===== config.mk =====
export PLATFORM = sky130hd
export DESIGN_NAME = bp_resolve_ctrl
export DESIGN_NICKNAME = d
export VERILOG_FILES = /design/src/rtl/bp_resolve_ctrl.sv
export SDC_FILE = /design/constraint.sdc
export NUM_CORES = 1
export LEC_CHECK = 0
export ABC_CLOCK_PERIOD_IN_PS = 7700
export CAP_MARGIN = 20
export CELL_PAD_IN_SITES_DETAIL_PLACEMENT = 1
export CELL_PAD_IN_SITES_GLOBAL_PLACEMENT = 1
export CORE_MARGIN = 2
export CORE_UTILIZATION = 40
export CTS_BUF_LIST = sky130_fd_sc_hd__clkbuf_2
export DETAILED_ROUTE_END_ITERATION = 8
export DONT_BUFFER_PORTS = 1
export GPL_TIMING_DRIVEN = 0
export PLACE_DENSITY_LB_ADDON = 0.08
export SKIP_CTS_REPAIR_TIMING = 1
export SLEW_MARGIN = 20
export SYNTH_ARGS = -nofsm -noshare
export SYNTH_HDL_FRONTEND = slang
export SYNTH_SLANG_ARGS = --single-unit

===== constraint.sdc =====
create_clock -name clk -period 7.7 [get_ports clk]
set_input_delay 0.77 -clock clk [delete_from_list [all_inputs] [get_ports clk]]
set_output_delay 0.77 -clock clk [all_outputs]
set_load 0.005 [all_outputs]

===== src/rtl/bp_resolve_ctrl.sv =====
// In-order branch resolution controller.
// Every prediction issued at fetch is queued here. Each execute-stage
// resolution is matched against the oldest entry. The controller drives the
// predictor update port and raises a one-cycle redirect when the fetch-time
// next PC was wrong. A redirect flushes all younger wrong-path entries and
// spends one cycle in RECOVER before fetch may push again.
module bp_resolve_ctrl #(
    parameter int DEPTH    = 4,
    parameter int PTR_BITS = 2,
    parameter int CNT_BITS = 16
) (
    input  logic                clk,
    input  logic                reset,

    input  logic                push_valid,
    output logic                push_ready,
    input  logic [31:0]         push_pc,
    input  logic                push_pred_taken,
    input  logic [31:0]         push_pred_next,

    input  logic                resolve_valid,
    input  logic                resolve_taken,
    input  logic [31:0]         resolve_target,

    output logic                update_valid,
    output logic [31:0]         update_pc,
    output logic [31:0]         update_target,
    output logic                update_taken,

    output logic                redirect_valid,
    output logic [31:0]         redirect_pc,

    output logic [PTR_BITS:0]   occupancy,
    output logic                resolve_err,
    output logic [CNT_BITS-1:0] branch_cnt,
    output logic [CNT_BITS-1:0] mispred_cnt
);

    // Controller states; RECOVER lasts exactly one cycle after a redirect.
    localparam logic [0:0] ST_RUN     = 1'b0;
    localparam logic [0:0] ST_RECOVER = 1'b1;

    localparam logic [PTR_BITS:0] FULL_COUNT = (PTR_BITS+1)'(DEPTH);

    // Prediction storage, one slot per in-flight branch.
    logic [31:0]         pc_mem        [DEPTH];
    logic                pred_taken_mem[DEPTH];
    logic [31:0]         pred_next_mem [DEPTH];

    logic [PTR_BITS-1:0] head;
    logic [PTR_BITS-1:0] tail;
    logic [PTR_BITS:0]   count;
    logic [0:0]          state;

    logic                full;
    logic                empty;
    logic                resolve_acc;
    logic                push_acc;
    logic                mispredict;
    logic [31:0]         head_pc;
    logic [31:0]         head_pred_next;
    logic [31:0]         actual_next;

    // Queue status and the head entry seen by the resolving branch.
    always_comb begin
        full           = (count == FULL_COUNT);
        empty          = (count == '0);
        head_pc        = pc_mem[head];
        head_pred_next = pred_next_mem[head];
    end

    // Resolve comparison: the fetch-time next PC must match the real one,
    // so a correct direction with a wrong target still counts as a miss.
    always_comb begin
        resolve_acc = resolve_valid && !empty;
        actual_next = resolve_taken ? resolve_target : (head_pc + 32'd4);
        mispredict  = resolve_acc && (actual_next != head_pred_next);
    end

    // Fetch handshake; a same-cycle pop frees a slot, and a push that
    // coincides with a mispredict is wrong-path and silently dropped.
    always_comb begin
        push_ready = reset && (state == ST_RUN) && (!full || resolve_acc);
        push_acc   = push_valid && push_ready && !mispredict;
    end

    // Entry write at the tail; storage needs no reset since occupancy
    // alone decides which slots are live.
    always_ff @(posedge clk) begin
        if (push_acc) begin
            pc_mem[tail]         <= push_pc;
            pred_taken_mem[tail] <= push_pred_taken;
            pred_next_mem[tail]  <= push_pred_next;
        end
    end

    // Pointer, occupancy and state bookkeeping including the flush.
    always_ff @(posedge clk) begin
        if (!reset) begin
            head  <= '0;
            tail  <= '0;
            count <= '0;
            state <= ST_RUN;
        end else if (mispredict) begin
            head  <= tail;
            count <= '0;
            state <= ST_RECOVER;
        end else begin
            state <= ST_RUN;
            if (push_acc) begin
                tail <= tail + PTR_BITS'(1);
            end
            if (resolve_acc) begin
                head <= head + PTR_BITS'(1);
            end
            count <= count + (PTR_BITS+1)'(push_acc) - (PTR_BITS+1)'(resolve_acc);
        end
    end

    // Registered predictor update and redirect, one cycle after a resolve.
    always_ff @(posedge clk) begin
        if (!reset) begin
            update_valid   <= 1'b0;
            update_pc      <= '0;
            update_target  <= '0;
            update_taken   <= 1'b0;
            redirect_valid <= 1'b0;
            redirect_pc    <= '0;
        end else begin
            update_valid   <= resolve_acc;
            redirect_valid <= mispredict;
            if (resolve_acc) begin
                update_pc     <= head_pc;
                update_target <= resolve_target;
                update_taken  <= resolve_taken;
            end
            if (mispredict) begin
                redirect_pc <= actual_next;
            end
        end
    end

    // Saturating statistics and the sticky empty-resolve error flag.
    always_ff @(posedge clk) begin
        if (!reset) begin
            branch_cnt  <= '0;
            mispred_cnt <= '0;
            resolve_err <= 1'b0;
        end else begin
            if (resolve_acc && (branch_cnt != '1)) begin
                branch_cnt <= branch_cnt + CNT_BITS'(1);
            end
            if (mispredict && (mispred_cnt != '1)) begin
                mispred_cnt <= mispred_cnt + CNT_BITS'(1);
            end
            if (resolve_valid && empty) begin
                resolve_err <= 1'b1;
            end
        end
    end

    assign occupancy = count;

endmodule


==> metrics <==
residual DRC count=0; asr flop ratio synth=0; area grow syn2layout=15.9%; CP cell instances=buf_2 > buf_4 > buf_2 > clkbuf_1 > clkbuf_1 > mux4_2 > xnor2_1 > nand4_1 > o22ai_1 > nand4_1 > nor4_1 > o2111a_1 > nand4_1 > nand2_1 > buf_2 > and3_4 > buf_16; GRT overflow=0; worst path arrival time=7390 ps; cell area after layout=19800 um^2; via count=12200; final hold viol count=0; Hold Path Class=in -> reg; worst rel slew slack=0.237; CP required=8440 ps; Placement Rows=75; DRT iter0 DRCs=783; Setup CP Type=reg -> reg; Placement Cell Area=17900 um^2; first-pass GRT wire length=82.1 mm; Worst Setup Start Kind=register; Slew Viols, Final=0; crit path time final=6650 ps; Max-Cap Viols=0; core box area=42000 um^2; Register Area=10500 um^2; DRT Wirelength=57.1 mm; status=completed; Nets=1678; clock-pin slew on the worst setup and hold paths=100 ps; area of the multi-input gates=6170 um^2; Post-Syn Area per Cell=12.6 um^2; Max Fanout on Critical Path=34; Clock Sink Count=397; Seq/Total Area, Yosys=0.614; die height=211 um; All-Layer GR Usage=0.255; WL per Instance=26.1 um; pwr/cell area=277 nW/um^2; GP Congestion=0.886; # fillers=4515; Final setup viols=0; die area=44400 um^2; synthesized cell area=17100 um^2; final worst clock skew=81.6 ps; Final WS setup=1050 ps; initial antenna violation count=3; First-pass DRT Iterations=5; Post-synth top flop=edfxtp_1; total CTS buffers=103; IO Pins=238; delay-heaviest family, CP=buffers and inverters; share of layout cells above drive strength 1=0.167; IR drop worst, VDD=0.142 mV; Crit-path slowest cell=clkbuf_1; post-synthesis cell type count=68; f_max=150 MHz; number of buffers and inverters on the critical path=7; leakage power=0.00660 uW; Tightest Pin Transition=1150 ps; Die Width=211 um; final period utilization=0.864; Clk Tree Root Cell=clkbuf_2; setup TNS=0 ps; Setup WS pre-CTS=1200 ps; RSZ-0062 raised after global routing=false; TritonCTS clock tree=built; worst-skew pair later-pin latency=1100 ps; CP Capture Type=register; pin count of the biggest net entering global routing=37; number of synthesized flops with an enable pin=256; register bit count reported by yosys=397; Syn. warnings=0; clock buffer depth=3; vias in the first global route=12500; Post-DP HPWL=40.9 mm; max incr delay on CP=680 ps; post-route ant nets=0; cell count after synthesis=1359; vias per inst=5.58; syn nets=1471; CTS H-tree lvls=3; port bufs=0; initial core utilization=0.407
## state kept, by name (all words and copies together), names as in the netlist, 2 cells and up, named ones only
| register | cells |
|---|---|
| pc_mem | 128 |
| update_target | 32 |
| mispred_cnt | 16 |
| head | 2 |
| branch_cnt | 16 |
| occupancy | 3 |
| pred_next_mem | 128 |
| update_pc | 32 |
| redirect_pc | 32 |
| tail | 2 |
## metrics by stage
step	std cells	total power, uW	utilization	hold WS [ps]
global placement	1898	4030	0.423	465
global route	2190	5810	0.472	-3.75
detailed placement	1902	4050	0.426	469
finish	2190	5500	0.472	76.5
CTS	2088	5500	0.448	-391
floorplan	1359	3520	-	451
## power breakdown
part,internal [uW],switching [uW]
clock,575,862
combinational,495,931
sequential,2490,145
total,3560,1940
## routing by layer
metal / vias to the layer above / global-route usage / share of wire
li1: 5530 / - / -
met1: 6167 / 0.311 / 0.41
met2: 413 / 0.417 / 0.48
met3: 109 / 0.0800 / 0.067
met4: 0 / 0.114 / 0.044
met5: - / 0 / 0
## kinds of logic (layout without fill, tap and decap cells)
logic type / after synthesis / in the layout / synth area share
AO/OA/AOI/OAI: 219 / 219 / 0.0764
XOR/XNOR: 86 / 86 / 0.0440
adder cells (fa/ha/maj): 10 / 10 / 0.00775
buffers and inverters: 99 / 387 / 0.0258
flip-flops: 397 / 397 / 0.614
multiplexers: 97 / 97 / 0.104
other: 0 / 4 / 0
AND/OR/NAND/NOR: 451 / 451 / 0.127
## cells in the final DEF, fill, tap and decap left out, drive strengths merged, types with 23 or more instances in the layout
cell	count
edfxtp	256
dlygate4sd3	98
a21oi	108
buf	29
o21ai	49
nand2	205
nand3	46
mux4	65
mux2i	32
xnor2	48
xor2	38
clkinv	27
clkbuf	214
nor2	49
dfxtp	141
nand4	23
nor3	25
## area by class of cell
type / count / area share
inverter: 17 / 0.00322
sequential: 397 / 0.530
buffer: 82 / 0.0191
clock buffer: 157 / 0.0396
tap: 539 / 0.0340
multi-input combinational: 863 / 0.311
timing repair buffer: 102 / 0.0546
clock inverter: 29 / 0.00745
antenna: 4 / 0.000505
## worst paths after layout
path / start / endpoint / slack (ps) / cells after the start
worst min-delay path: resolve_target[5] / redirect_pc[5]$_SDFFE_PN0P_ / 80 / 2
worst max-delay path: register / pc_mem[3][15]$_DFFE_PP_ / 1050 / 17
worst max register to register: register / pc_mem[3][15]$_DFFE_PP_ / 1050 / 17
worst min register to register: update_pc[30]$_SDFFE_PN0P_ / update_pc[30]$_SDFFE_PN0P_ / 480 / 2
## synthesized netlist by cell type (all sizes together), types with 17 or more instances
cell type / n / area (um^2)
xor2: 38 / 333
dfxtp: 141 / 2820
nand2b: 22 / 138
xnor2: 48 / 420
buf: 25 / 164
nor2: 49 / 184
and3: 17 / 106
o21ai: 49 / 245
a21oi: 108 / 541
nor3: 25 / 125
mux4: 65 / 1460
nand3: 46 / 230
nand4: 23 / 156
mux2i: 32 / 320
edfxtp: 256 / 7690
clkbuf: 57 / 214
nand2: 205 / 772
## worst register-to-register path: stages, from the launching register on
cell      delay, ps
dfxtp_1         450
buf_2           380
buf_4           290
buf_2           320
clkbuf_1        510
clkbuf_1        690
mux4_2          430
xnor2_1         170
nand4_1         100
o22ai_1         400
nand4_1         140
nor4_1          360
o2111a_1        330
nand4_1         200
nand2_1         230
buf_2           320
and3_4          630
buf_16          300
No activity file was read; power rests on OpenSTA's default activity.
